### src/rtl/alu_issue_arbiter.sv
// Two-lane issue arbiter: a small FIFO per lane, a round-robin pick of one head
// per cycle into a registered output slot, with downstream backpressure and flush.
module alu_issue_arbiter #(
    parameter int INSTR_W = 64,
    parameter int DEPTH   = 2,
    parameter int CNT_W   = $clog2(DEPTH) + 1
) (
    input  logic               clk,
    input  logic               rst,
    input  logic               flush_i,
    input  logic [INSTR_W-1:0] lane0_instr_i,
    input  logic               lane0_valid_i,
    output logic               lane0_ready_o,
    input  logic [INSTR_W-1:0] lane1_instr_i,
    input  logic               lane1_valid_i,
    output logic               lane1_ready_o,
    output logic [INSTR_W-1:0] issue_instr_o,
    output logic               issue_valid_o,
    output logic               issue_lane_o,
    input  logic               issue_ready_i,
    output logic [CNT_W-1:0]   lane0_count_o,
    output logic [CNT_W-1:0]   lane1_count_o
);

    localparam int PTR_W = (DEPTH > 1) ? $clog2(DEPTH) : 1;

    logic [INSTR_W-1:0] mem0 [DEPTH];
    logic [INSTR_W-1:0] mem1 [DEPTH];
    logic [PTR_W-1:0]   rd_ptr0, wr_ptr0, rd_ptr1, wr_ptr1;
    logic [CNT_W-1:0]   count0, count1;
    logic               last_grant;

    logic push0, push1, pop0, pop1;
    logic nonempty0, nonempty1;
    logic slot_free, grant;

    // Ready comes from registered occupancy only; a full FIFO never bypasses.
    assign lane0_ready_o = (count0 < CNT_W'(DEPTH)) && !flush_i;
    assign lane1_ready_o = (count1 < CNT_W'(DEPTH)) && !flush_i;
    assign push0         = lane0_valid_i && lane0_ready_o;
    assign push1         = lane1_valid_i && lane1_ready_o;

    assign nonempty0     = (count0 != '0);
    assign nonempty1     = (count1 != '0);
    assign slot_free     = !issue_valid_o || issue_ready_i;
    assign lane0_count_o = count0;
    assign lane1_count_o = count1;

    always_comb begin
        grant = last_grant;
        pop0  = 1'b0;
        pop1  = 1'b0;
        if (slot_free && !flush_i) begin
            if (nonempty0 && nonempty1) begin
                grant = !last_grant;
            end else if (nonempty0) begin
                grant = 1'b0;
            end else if (nonempty1) begin
                grant = 1'b1;
            end
            pop0 = nonempty0 && !grant;
            pop1 = nonempty1 && grant;
        end
    end

    // Storage has no reset: stale entries are unreachable once pointers clear.
    always_ff @(posedge clk) begin
        if (push0) begin
            mem0[wr_ptr0] <= lane0_instr_i;
        end
        if (push1) begin
            mem1[wr_ptr1] <= lane1_instr_i;
        end
    end

    always_ff @(posedge clk) begin
        if (rst || flush_i) begin
            rd_ptr0 <= '0;
            wr_ptr0 <= '0;
            count0  <= '0;
            rd_ptr1 <= '0;
            wr_ptr1 <= '0;
            count1  <= '0;
        end else begin
            if (push0) begin
                wr_ptr0 <= wr_ptr0 + PTR_W'(1);
            end
            if (pop0) begin
                rd_ptr0 <= rd_ptr0 + PTR_W'(1);
            end
            if (push1) begin
                wr_ptr1 <= wr_ptr1 + PTR_W'(1);
            end
            if (pop1) begin
                rd_ptr1 <= rd_ptr1 + PTR_W'(1);
            end
            count0 <= count0 + CNT_W'(push0) - CNT_W'(pop0);
            count1 <= count1 + CNT_W'(push1) - CNT_W'(pop1);
        end
    end

    // Output slot: loads a head when free, otherwise holds its contents.
    always_ff @(posedge clk) begin
        if (rst) begin
            issue_valid_o <= 1'b0;
            issue_instr_o <= '0;
            issue_lane_o  <= 1'b0;
            last_grant    <= 1'b1;
        end else if (flush_i) begin
            issue_valid_o <= 1'b0;
            last_grant    <= 1'b1;
        end else if (slot_free) begin
            if (pop0 || pop1) begin
                issue_valid_o <= 1'b1;
                issue_instr_o <= grant ? mem1[rd_ptr1] : mem0[rd_ptr0];
                issue_lane_o  <= grant;
                last_grant    <= grant;
            end else begin
                issue_valid_o <= 1'b0;
            end
        end
    end

endmodule
### config.mk
export PLATFORM = sky130hd
export DESIGN_NAME = alu_issue_arbiter
export DESIGN_NICKNAME = d
export VERILOG_FILES = /design/src/rtl/alu_issue_arbiter.sv
export SDC_FILE = /design/constraint.sdc
export NUM_CORES = 1
export LEC_CHECK = 0
export ABC_CLOCK_PERIOD_IN_PS = 4400
export BUFFER_PORTS_ARGS = -buffer_cell sky130_fd_sc_hd__clkbuf_2
export CORE_ASPECT_RATIO = 1.5
export CORE_MARGIN = 2
export CORE_UTILIZATION = 45
export CTS_CLUSTER_SIZE = 10
export DETAILED_ROUTE_END_ITERATION = 12
export GPL_ROUTABILITY_DRIVEN = 1
export PLACE_DENSITY = 0.66
export SLEW_MARGIN = 10
export SYNTH_ARGS = -nofsm -noshare
export SYNTH_HDL_FRONTEND = slang
export SYNTH_SLANG_ARGS = --single-unit
### constraint.sdc
create_clock -name clk -period 4.4 [get_ports clk]
set_input_delay 0 -clock clk [delete_from_list [all_inputs] [get_ports clk]]
set_output_delay 0 -clock clk [all_outputs]
set_load 0.02 [all_outputs]
---- Word level (Yosys, flattened, before mapping) ----
Memories as Yosys holds them, arrays and structs flattened. A register that Yosys moved wholly into a read port is not among the register bits.
Index checks and enable logic that the tools add are counted.
word-level totals
  memories ................................ 2
  output and inout port bits .............. 72
  memory bits (writable) .................. 256
  flip-flop bits (word level) ............. 75
memories
  memory  depth  bits a word  rd ports  clocked after Yosys merged registers in  write ports  RTL line  text
  mem0    2      64           1         1                                        1            27        logic [INSTR_W-1:0] mem0 [DEPTH];
  mem1    2      64           1         1                                        1            28        logic [INSTR_W-1:0] mem1 [DEPTH];
operators by class
  add/subtract/negate cells ............... 8
  reductions and logical operators ........ 20
  bitwise logic cells ..................... 1
  mux-type cells .......................... 17
  order comparisons ....................... 2
operators with widths
  kind                                               number
  64-bit 2-to-1 mux                                  1
  1-bit 2-to-1 mux                                   16
  1-bit logical AND                                  8
  1-bit adder, second input constant                 4
  2-bit by 1-bit adder with 2-bit output             2
  1-bit zero test                                    4
  2-bit less-than comparator, second input constant  2
  2-bit nonzero test                                 2
  2-bit by 1-bit subtractor with 2-bit output        2
  1-bit logical OR                                   3
  3-bit AND reduction                                1
  2-bit AND reduction                                1
  2-bit OR reduction                                 1
  1-bit inverter                                     1

---- Longest topological paths before layout ----
Gate-level depths: netlist (run 1).
  word-level depth ........................ 10
  gate-level depth with buffers ........... 10

---- Worst setup path after synthesis (run 1) ----
OpenSTA, ideal clock, no wires.
  path kind ............................... flip-flop to flip-flop
  start ................................... register count1[1], in the netlist lane1_count_o[1]
  end ..................................... memory mem1[0][0] (enable)
  arrival time ............................ 3,763 ps
  library setup time ...................... 487 ps
  required time ........................... 3,913 ps
  cell stages (with the launch flop) ...... 5
  slack ................................... 150 ps
  cells stage by stage .................... dfxtp_1 -> buf_6 -> nor2_1 -> nand2_1 -> nor2_1
on the way
  longest elaborated chain between the ends .. 5
ends and longest elaborated chain
  item                                    RTL line  text
  from (decl)                             30        logic [CNT_W-1:0] count0, count1;
  from (signal assigned)                  98        count1 <= count1 + CNT_W'(push1) - CNT_W'(pop1);
  2-bit less-than comparator              39        assign lane1_ready_o = (count1 < CNT_W'(DEPTH)) && !flush_i;
  1-bit logical AND                       39
  net lane1_ready_o                       16        output logic lane1_ready_o,
  1-bit logical AND                       41        assign push1 = lane1_valid_i && lane1_ready_o;
  1-bit 2-to-1 mux                        71        if (push1) begin
  1-bit 2-to-1 mux (not written as such)  72        mem1[wr_ptr1] <= lane1_instr_i;
  to (decl)                               28
The timed path passes the listed nets, and every way through them passes these cells.

---- Final worst setup path (run 1) ----
  start ................................... register count1[1], in the netlist lane1_count_o[1]
  end ..................................... register issue_instr_o[19]
on the way
  longest elaborated chain between the ends .. 10
  elaborated cells between the ends (all ways) .. 15
ends and longest elaborated chain
  item                           RTL line  text
  2-bit nonzero test (*)         44        assign nonempty1 = (count1 != '0);
  1-bit 2-to-1 mux               58        end else if (nonempty1) begin
  1-bit 2-to-1 mux               56        end else if (nonempty0) begin
  1-bit 2-to-1 mux               54        if (nonempty0 && nonempty1) begin
  1-bit 2-to-1 mux               53        if (slot_free && !flush_i) begin
  1-bit zero test                61        pop0 = nonempty0 && !grant;
  1-bit logical AND              61
  1-bit 2-to-1 mux               53
  1-bit logical OR               113       if (pop0 || pop1) begin
  3-bit AND reduction (no line)  -
  to (signal assigned)           115       issue_instr_o <= grant ? mem1[rd_ptr1] : mem0[rd_ptr0];
  to (decl)                      17        output logic [INSTR_W-1:0] issue_instr_o,
Every way passes the cells marked *; elsewhere a longest branch is shown, timed or not. The select of a mux whose other input is x is not followed.
A chain may end at the register's enable or synchronous reset.

==> results of run 1 <==
## Yosys cell counts
library cell and count:
edfxtp_1 256, nand2_1 130, mux2i_1 128, dfxtp_1 77, a32o_2 60, buf_2 20
buf_6 20, nor2_1 16, inv_1 6, a32o_1 4, ha_1 4, xnor2_1 4
xor2_1 4, a21oi_1 2, and3_1 2, nor4_4 2, or2_2 2, a211o_1 1
and2b_4 1, buf_4 1, clkbuf_1 1, nand2b_1 1, nor2_4 1, nor3_2 1
nor4b_4 1, o2111ai_1 1, o21ai_2 1, o31a_2 1, o31ai_4 1
## cells by family after synthesis
group           share of synthesized area (%)
simple gates                             5.44
compound gates                           6.29
mux                                      10.3
flops                                    74.1
fa+ha+maj                               0.402
xor+xnor                                0.563
buf+inv                                  2.88
## where the power goes
group / switching [W] / internal (W)
clock: 0.00116 / 0.00178
combinational: 0.000292 / 0.000235
sequential: 0.0000508 / 0.00350
total: 0.00151 / 0.00551
## flip-flops by register name, indices dropped and copies added, names as in the netlist, 2 cells and up, named ones only
signal	flops
lane0_count_o	2
mem1	128
lane1_count_o	2
mem0	128
issue_instr_o	64
## per-stage QoR
stage	power (W)	worst slack, ns
after floorplan	0.00387	0.150
after global placement	0.00403	2.02
after detailed placement	0.00405	1.95
after CTS	0.00709	1.93
after global routing	0.00725	1.82
final	0.00702	1.97
## layout make-up
| class | count | area, um^2 | share of cell area [%] |
|---|---|---|---|
| Inverter | 6 | 22.5 | 0.139 |
| Timing Repair Buffer | 348 | 2430 | 15.0 |
| Multi-Input combinational cell | 368 | 2890 | 17.8 |
| Tap cell | 342 | 428 | 2.65 |
| Clock buffer | 70 | 1170 | 7.21 |
| Sequential cell | 333 | 9240 | 57.1 |
## layer usage
metal  GRT usage [%]  vias up  share of wire, %
met1            21.0     3703                37
li1                -     3547                 -
met4            7.07        2               2.6
met2            37.6      190                56
met3            3.30       50               4.2
met5               0        -             0.045
## worst register-to-register path, stage by stage (launching register included)
cell and delay [ns]:
dfxtp_1 0.42, nor4_4 0.42, nor3_2 0.10, nor2_4 0.67, buf_4 0.56, a32o_2 0.20
## timing repair
item | CTS | global route
setup buffers | 0 | 0
hold buffers | 133 | 0
endpoints found under the hold margin | 260 | 0
## worst max path at each step
stage	start	to	slack [ns]
global placement	lane1_count_o[1]$_SDFF_PP0_	issue_instr_o[58]$_SDFFE_PP0P_	2.02
detailed placement	lane1_count_o[1]$_SDFF_PP0_	issue_instr_o[45]$_SDFFE_PP0P_	1.95
finish	lane1_count_o[1]$_SDFF_PP0_	issue_instr_o[19]$_SDFFE_PP0P_	1.97
floorplan	lane1_count_o[1]$_SDFF_PP0_	mem1[0][0]$_DFFE_PP_	0.15
CTS	lane1_count_o[1]$_SDFF_PP0_	issue_instr_o[22]$_SDFFE_PP0P_	1.93
global route	lane1_count_o[1]$_SDFF_PP0_	issue_instr_o[47]$_SDFFE_PP0P_	1.82
==> flow_metrics.env, run 1 <==
export IMPL_fin_crit_sh_pct=55.3
export IMPL_r2r_setup_slack_ns=1.97
export IMPL_worstPathRequired_ns=4.86
export IMPL_cts_root_buffer="clkbuf_16"
export IMPL_final_max_slew_viol_count=0
export IMPL_drv_cap=0
export IMPL_wirelength_um=28700
export IMPL_syn_area_per_cell_um2=16.6
export IMPL_ys_top_cells_by_area="edfxtp_1 62%, dfxtp_1 12%, mux2i_1 10%"
export IMPL_cts_resized=0
export IMPL_ios=206
export IMPL_fmax_ghz=0.411
export IMPL_clk_path_buf_depth=3
export IMPL_r2r_start="lane1_count_o[1]$_SDFF_PP0_"
export IMPL_setup_viol=0
export IMPL_yosysUniqueCellTypes=29
export IMPL_syn_area_um2=12400
export IMPL_final_cell_mix="256 x edfxtp_1, 205 x clkbuf_2, 133 x dlygate4sd3_1"
export IMPL_grt_overflow=0
export IMPL_fin_cells=1467
export IMPL_final_nets=1234
export IMPL_detail_route_wl_per_cell_um=19.6
export IMPL_critPathKind="reg -> reg"
export IMPL_drtIter0Drc=337
export IMPL_rsz0062_at_grt="false"
export IMPL_cp_start_kind="flip-flop"
export IMPL_syn_nets=887
export IMPL_design_area_um2=16200
export IMPL_drive_above_1_share_pct=29.8
export IMPL_die_x_um=140
export IMPL_final_common_cell="edfxtp_1"
export IMPL_holdWs_ns=0.0433
export IMPL_hpwl_um=16500
export IMPL_max_slew_margin_pct=28.2
export IMPL_layout_min_cycle_time_ns=2.43
export IMPL_path_clk_slew_ns=0.06
export IMPL_crit_path_max_incr_delay_ns=0.67
export IMPL_core_um2=27200
export IMPL_port_buffers=205
export IMPL_leakage_nw=6.22
export IMPL_critPathTopFamily="simple AND/OR/NAND/NOR gates"
export IMPL_synth_cells=749
export IMPL_fp_dieArea_um2=29000
export IMPL_grt_max_degree=65
export IMPL_start_util_pct=45.7
export IMPL_ys_seq_elements=333
export IMPL_drtAntennaViolNets=0
export IMPL_synth_seq_area_share_pct=74.1
export IMPL_vdd_ir_drop_max_mv=0.348
export IMPL_h_tree_depth=2
export IMPL_hold_viol_final=0
export IMPL_r2r_end="issue_instr_o[19]$_SDFFE_PP0P_"
export IMPL_hold_depth=4
export IMPL_std_cell_rows=74
export IMPL_worstPathMaxFanout=35
export IMPL_critPathCaptureType="flip-flop"
export IMPL_cts_tree="yes"
export IMPL_crit_slowest_cell="nor2_4"
export IMPL_placed_cell_area_um2=13700
export IMPL_grt_pass1_vias=7980
export IMPL_place_inst=1264
export IMPL_vias_per_cell=5.11
export IMPL_ff2ff_path_depth=5
export IMPL_status="complete, no violations"
export IMPL_powerDensity_nw_per_um2=434
export IMPL_fin_worst_skew_ns=0.00920
export IMPL_dr_pass1_iters=5
export IMPL_synth_top_cell_area_share_pct=61.7
export IMPL_nFillCells=2100
export IMPL_hold_path_class="in -> reg"
export IMPL_postLayoutCoreUtil_pct=59.4
export IMPL_cp_arrival_ns=2.89
export IMPL_tns_ns=0
export IMPL_cp_cell_sequence="nor4_4, nor3_2, nor2_4, buf_4, a32o_2"
export IMPL_vias=7492
export IMPL_min_from="flush_i"
export IMPL_synth_top_area_cell="edfxtp_1"
export IMPL_grt_pass1_wl_um=43700
export IMPL_antenna_cells=0
export IMPL_path_buf_inv=1
export IMPL_die_y_um=208
export IMPL_clock_latency_ns=0.52
export IMPL_grt_total_usage_pct=19.5
export IMPL_cts_made_buffers=39
export IMPL_cts_sinks=333
export IMPL_yosysWarnings=0
export IMPL_syn2layout_area_growth_pct=29.9
export IMPL_antenna_found_initial=1
export IMPL_cp_depth=5
export IMPL_place_gp_congestion=0.765
export IMPL_drc_errors=0
export IMPL_worstMarginPinSlew_ns=1.08
Note: power is estimated with default switching activity, not from simulation.
==> run 2, diff against run 1 <==
--- a/config.mk
+++ b/config.mk
@@ -5,7 +5,7 @@
 export SDC_FILE = /design/constraint.sdc
 export NUM_CORES = 1
 export LEC_CHECK = 0
-export ABC_CLOCK_PERIOD_IN_PS = 4400
+export ABC_CLOCK_PERIOD_IN_PS = 2050
 export BUFFER_PORTS_ARGS = -buffer_cell sky130_fd_sc_hd__clkbuf_2
 export CORE_ASPECT_RATIO = 1.5
 export CORE_MARGIN = 2
@@ -13,7 +13,7 @@
 export CTS_CLUSTER_SIZE = 10
 export DETAILED_ROUTE_END_ITERATION = 12
 export GPL_ROUTABILITY_DRIVEN = 1
-export PLACE_DENSITY = 0.66
+export PLACE_DENSITY = 0.69
 export SLEW_MARGIN = 10
 export SYNTH_ARGS = -nofsm -noshare
 export SYNTH_HDL_FRONTEND = slang
==> constraint.sdc (replaced) <==
create_clock -name clk -period 2.05 [get_ports clk]
set_input_delay 0 -clock clk [delete_from_list [all_inputs] [get_ports clk]]
set_output_delay 0 -clock clk [all_outputs]
set_load 0.02 [all_outputs]
==> run 2 against run 1 <==
Clock power is 110% higher; global-route usage up 0.22 points; die area unchanged; utilization rose by 1.0 points; clock-buffer cell count is 1 lower; final cell count up 0.89%; clock skew increased by 0.0034 ns; register-to-register slack worse by 1.8 ns; power is 110% higher; via count grew 3.1%.
==> flow_metrics.env, run 2 (synthesized netlist as in run 1, its figures left out) <==
export IMPL_status="complete, no violations"
export IMPL_port_buffers=205
export IMPL_critPathKind="reg -> reg"
export IMPL_leakage_nw=6.32
export IMPL_cp_arrival_ns=2.31
export IMPL_drive_above_1_share_pct=31.0
export IMPL_dr_pass1_iters=4
export IMPL_design_area_um2=16400
export IMPL_setup_viol=0
export IMPL_fin_worst_skew_ns=0.0126
export IMPL_fmax_ghz=0.522
export IMPL_top_regs="mem0 x128, mem1 x128, issue_instr_o x64"
export IMPL_worstPathMaxFanout=6
export IMPL_worstMarginPinSlew_ns=0.445
export IMPL_vdd_ir_drop_max_mv=0.822
export IMPL_core_um2=27200
export IMPL_clk_path_buf_depth=3
export IMPL_final_nets=1245
export IMPL_path_buf_inv=2
export IMPL_grt_max_degree=65
export IMPL_placed_cell_area_um2=14000
export IMPL_final_cell_mix="256 x edfxtp_1, 205 x clkbuf_2, 132 x dlygate4sd3_1"
export IMPL_cts_root_buffer="clkbuf_16"
export IMPL_final_max_slew_viol_count=0
export IMPL_max_slew_margin_pct=70.4
export IMPL_worstPathRequired_ns=2.44
export IMPL_crit_path_max_incr_delay_ns=0.38
export IMPL_vias_per_cell=5.22
export IMPL_place_gp_congestion=0.766
export IMPL_wl_met2_um=16000
export IMPL_fp_dieArea_um2=29000
export IMPL_drv_cap=0
export IMPL_crit_slowest_cell="dfxtp_4"
export IMPL_grt_pass1_wl_um=44300
export IMPL_top_layer="met4"
export IMPL_drtAntennaViolNets=0
export IMPL_final_common_cell="edfxtp_1"
export IMPL_rsz0062_at_grt="false"
export IMPL_cts_made_buffers=39
export IMPL_grt_pass1_vias=8400
export IMPL_detail_route_wl_per_cell_um=19.5
export IMPL_vias=7724
export IMPL_wl_met3_um=1400
export IMPL_finalPower_w=0.0150
export IMPL_layout_min_cycle_time_ns=1.91
export IMPL_critPathTopFamily="adder cells"
export IMPL_cp_cell_sequence="or2_2, o2111ai_1, inv_1, ha_1, inv_1, ha_1, xor2_1, xnor2_1, nor2_1"
export IMPL_start_util_pct=45.7
export IMPL_syn2layout_area_growth_pct=32.1
export IMPL_antenna_found_initial=1
export IMPL_wirelength_um=28900
export IMPL_drt_met1_wl_um=10300
export IMPL_cts_sinks=333
export IMPL_h_tree_depth=2
export IMPL_drtIter0Drc=401
export IMPL_hold_viol_final=0
export IMPL_critPathCaptureType="flip-flop"
export IMPL_ios=206
export IMPL_cp_start_kind="flip-flop"
export IMPL_die_x_um=140
export IMPL_fin_cells=1480
export IMPL_place_inst=1275
export IMPL_clock_latency_ns=0.52
export IMPL_path_clk_slew_ns=0.05
export IMPL_hpwl_um=17100
export IMPL_grt_total_usage_pct=19.7
export IMPL_std_cell_rows=74
export IMPL_fin_crit_sh_pct=93.4
export IMPL_die_y_um=208
export IMPL_hold_path_class="in -> reg"
export IMPL_powerDensity_nw_per_um2=912
export IMPL_grt_overflow=0
export IMPL_cts_tree="yes"
export IMPL_drc_errors=0
## run 2: cell count changes in the layout (fill, tap and decap cells not counted), sizes merged
cell / before / now
clkinv: 0 / 2
dlygate4sd3: 133 / 132
clkbuf: 275 / 274
buf: 10 / 22
diode: 0 / 1
## run 2: worst paths after layout
kind                                        from                              to  slack [ns]  cells past startpoint
setup / recovery     lane0_count_o[1]$_SDFF_PP0_     lane0_count_o[1]$_SDFF_PP0_        0.14                      9
hold / removal                           flush_i            wr_ptr1$_SDFFE_PP0P_        0.14                      5
setup reg to reg     lane0_count_o[1]$_SDFF_PP0_     lane0_count_o[1]$_SDFF_PP0_        0.14                      9
hold reg to reg   issue_instr_o[61]$_SDFFE_PP0P_  issue_instr_o[61]$_SDFFE_PP0P_        0.47                      1
## run 2: power by group
part           total, W  internal [W]  switching [W]  leakage (nW)
Clock           0.00620       0.00371        0.00249         0.546
Combinational   0.00122      0.000552       0.000664          2.80
Sequential      0.00759       0.00751      0.0000841          2.98
## run 2: worst min-delay path: stages
cell and delay (ns):
clkbuf_2 0.27, nor2_4 0.08, nand2_2 0.12, xor2_1 0.08, nor2_1 0.07
## run 2: cell type report
type | count | area, um^2
clock buffer | 69 | 1130
inverter | 6 | 22.5
fill | 2051 | 10800
clock inverter | 2 | 10.0
multi-input combinational | 368 | 2910
timing repair buffer | 359 | 2700
sequential | 333 | 9240
antenna | 1 | 2.50
tap | 342 | 428
## run 2: metrics by stage
stage / util [%] / setup TNS [ns] / hold slack, ns / setup WS [ns]
6_report: 60.4 / 0 / 0.140 / 0.136
5_1_grt: 60.4 / 0 / 0.156 / 0.0154
4_1_cts: 60.4 / 0 / 0.126 / 0.116
3_5_place_dp: 51.3 / 0 / 0.193 / 0.131
3_3_place_gp: 51.3 / 0 / 0.189 / 0.203
2_1_floorplan: - / -7.94 / 0.0724 / -0.111
## run 2: repair_timing
action	CTS	global route
hold endpoints to repair	260	0
hold buffers	132	0
setup buffers	0	1
gates resized for setup	0	1
setup endpoints to repair	0	1
## run 2: layer usage
layer  vias up  GRT usage (%)
li1       3572              -
met1      3826           20.6
met2       245           37.0
met3        81           3.71
met4         0           10.1
met5         -              0
==> run 3, diff against run 2 <==
==> constraint.sdc (replaced) <==
create_clock -name clk -period 2.05 [get_ports clk]
set_input_delay 0 -clock clk [delete_from_list [all_inputs] [get_ports clk]]
set_output_delay 0 -clock clk [all_outputs]
set_load 0.005 [all_outputs]
==> run 3 against run 2 <==
Clock skew decreased by 0.0043 ns; critical path depth did not move; non-clock buffer count rose by 12; sequential share of layout area shrank 0.29 points.
==> flow_metrics.env, run 3 (synthesized netlist as in run 1, its figures left out) <==
export IMPL_status="complete, no violations"
export IMPL_cts_sinks=333
export IMPL_fp_dieArea_um2=29000
export IMPL_r2r_end="lane0_count_o[1]$_SDFF_PP0_"
export IMPL_fin_cells=1493
export IMPL_cts_made_buffers=39
export IMPL_drtAntennaViolNets=0
export IMPL_grt_overflow=0
export IMPL_critPathCaptureType="flip-flop"
export IMPL_antenna_found_initial=2
export IMPL_core_um2=27200
export IMPL_cp_start_kind="flip-flop"
export IMPL_holdWs_ns=0.0644
export IMPL_ff2ff_path_depth=9
export IMPL_final_nets=1257
export IMPL_ios=206
export IMPL_crit_slowest_cell="dfxtp_1"
export IMPL_hold_depth=5
export IMPL_critPathKind="reg -> reg"
export IMPL_cp_arrival_ns=2.30
export IMPL_drv_cap=0
export IMPL_leakage_nw=6.37
export IMPL_vdd_ir_drop_max_mv=0.720
export IMPL_rsz0062_at_grt="false"
export IMPL_powerDensity_nw_per_um2=900
export IMPL_clock_latency_ns=0.52
export IMPL_detail_route_wl_per_cell_um=19.1
export IMPL_top_regs="mem0 x128, mem1 x128, issue_instr_o x64"
export IMPL_holdPathEnd="last_grant$_SDFFE_PP1P_"
export IMPL_port_buffers=205
export IMPL_cts_root_buffer="clkbuf_16"
export IMPL_min_from="flush_i"
export IMPL_worstPathRequired_ns=2.45
export IMPL_design_area_um2=16500
export IMPL_nFillCells=2062
export IMPL_crit_path_max_incr_delay_ns=0.38
export IMPL_cp_cell_sequence="or2_2, o2111ai_2, inv_1, ha_1, inv_1, ha_1, xor2_1, xnor2_1, nor2_1"
export IMPL_std_cell_rows=74
export IMPL_layout_min_cycle_time_ns=1.90
export IMPL_start_util_pct=45.7
export IMPL_die_x_um=140
export IMPL_path_clk_slew_ns=0.05
export IMPL_r2r_setup_slack_ns=0.15
export IMPL_drive_above_1_share_pct=31.6
export IMPL_final_common_cell="edfxtp_1"
export IMPL_grt_pass1_wl_um=44000
export IMPL_vias_per_cell=5.15
export IMPL_fmax_ghz=0.526
export IMPL_place_gp_congestion=0.766
export IMPL_drc_errors=0
export IMPL_fin_worst_skew_ns=0.00832
export IMPL_cts_tree="yes"
export IMPL_postLayoutCoreUtil_pct=60.7
export IMPL_drtIter0Drc=322
export IMPL_grt_max_degree=65
export IMPL_r2r_start="lane0_count_o[0]$_SDFF_PP0_"
export IMPL_final_cell_mix="256 x edfxtp_1, 205 x clkbuf_2, 132 x dlygate4sd3_1"
export IMPL_setup_viol=0
export IMPL_syn2layout_area_growth_pct=32.8
export IMPL_hold_viol_final=0
export IMPL_finalPower_w=0.0149
export IMPL_vias=7692
export IMPL_h_tree_depth=2
export IMPL_hold_path_class="in -> reg"
export IMPL_wirelength_um=28500
export IMPL_hpwl_um=17300
export IMPL_grt_total_usage_pct=19.5
export IMPL_fin_crit_sh_pct=92.8
export IMPL_worstPathMaxFanout=5
export IMPL_max_slew_margin_pct=70.7
export IMPL_worstMarginPinSlew_ns=0.439
export IMPL_placed_cell_area_um2=14000
export IMPL_final_max_slew_viol_count=0
export IMPL_dr_pass1_iters=4
export IMPL_place_inst=1286
export IMPL_die_y_um=208
export IMPL_clk_path_buf_depth=3
export IMPL_grt_pass1_vias=8110
run 3: changes by cell type in the layout (fill, tap and decap cells not counted), sizes merged:
| cell | delta |
|---|---|
| clkinvlp | +1 |
| clkinv | -1 |
| buf | +12 |
| inv | +1 |
run 3: power breakdown:
part | leakage [nW] | internal, W | total [W] | switching (W)
registers | 2.98 | 0.00751 | 0.00760 | 0.0000926
logic | 2.86 | 0.000550 | 0.00111 | 0.000560
clock network | 0.539 | 0.00366 | 0.00616 | 0.00250
total | 6.37 | 0.0117 | 0.0149 | 0.00315
run 3: worst max-delay path by stage:
| stage | cells past startpoint | startpoint | endpoint | slack (ns) |
|---|---|---|---|---|
| floorplan | 4 | lane1_count_o[1]$_SDFF_PP0_ | mem1[0][0]$_DFFE_PP_ | -0.09 |
| global placement | 4 | issue_valid_o$_SDFFE_PP0N_ | issue_instr_o[29]$_SDFFE_PP0P_ | 0.07 |
| detailed placement | 4 | issue_valid_o$_SDFFE_PP0N_ | issue_instr_o[18]$_SDFFE_PP0P_ | 0.02 |
| CTS | 4 | issue_valid_o$_SDFFE_PP0N_ | issue_instr_o[14]$_SDFFE_PP0P_ | 0.004 |
| global route | 9 | lane0_count_o[0]$_SDFF_PP0_ | lane0_count_o[1]$_SDFF_PP0_ | 0.01 |
| finish | 9 | lane0_count_o[0]$_SDFF_PP0_ | lane0_count_o[1]$_SDFF_PP0_ | 0.15 |
run 3: repair_timing:
action / CTS / global route
buffers inserted: 0 / 2
endpoints found under the hold margin: 260 / 0
hold buffers: 132 / 0
setup endpoints to repair: 0 / 48
resized for setup: 0 / 3
run 3: layout make-up:
type / instances / area [um^2] / area share, %
sequential: 333 / 9240 / 55.9
multi-input combinational: 368 / 2910 / 17.6
timing repair buffer: 371 / 2790 / 16.9
clock buffer: 69 / 1110 / 6.71
tap: 342 / 428 / 2.59
clock inverter: 3 / 32.5 / 0.197
inverter: 6 / 22.5 / 0.136
antenna: 1 / 2.50 / 0.0151
run 3: layer usage:
layer | GRT usage, % | share of wire (%) | vias up | wire length (um)
met5 | 0 | 0.039 | - | 11
met4 | 6.17 | 2.5 | 2 | 708
met3 | 3.78 | 4.6 | 53 | 1320
li1 | - | - | 3627 | -
met2 | 36.6 | 55 | 214 | 15600
met1 | 22.0 | 38 | 3796 | 10900
run 3: through the flow:
stage	setup WS [ns]	TNS, ns
5_1_grt	0.0129	0
4_1_cts	0.00387	0
2_1_floorplan	-0.0875	-6.52
3_3_place_gp	0.0694	0
6_report	0.148	0
3_5_place_dp	0.0195	0
run 3: critical path, delay by kind of cell (launching register included):
kind	cells	cell delay, ns
adders and majority gates	2	0.45
DFF	1	0.38
and+or+nand+nor	2	0.39
AOI/OAI and AO/OA	1	0.11
buffers and inverters	2	0.15
xor gates and xnor gates	2	0.30
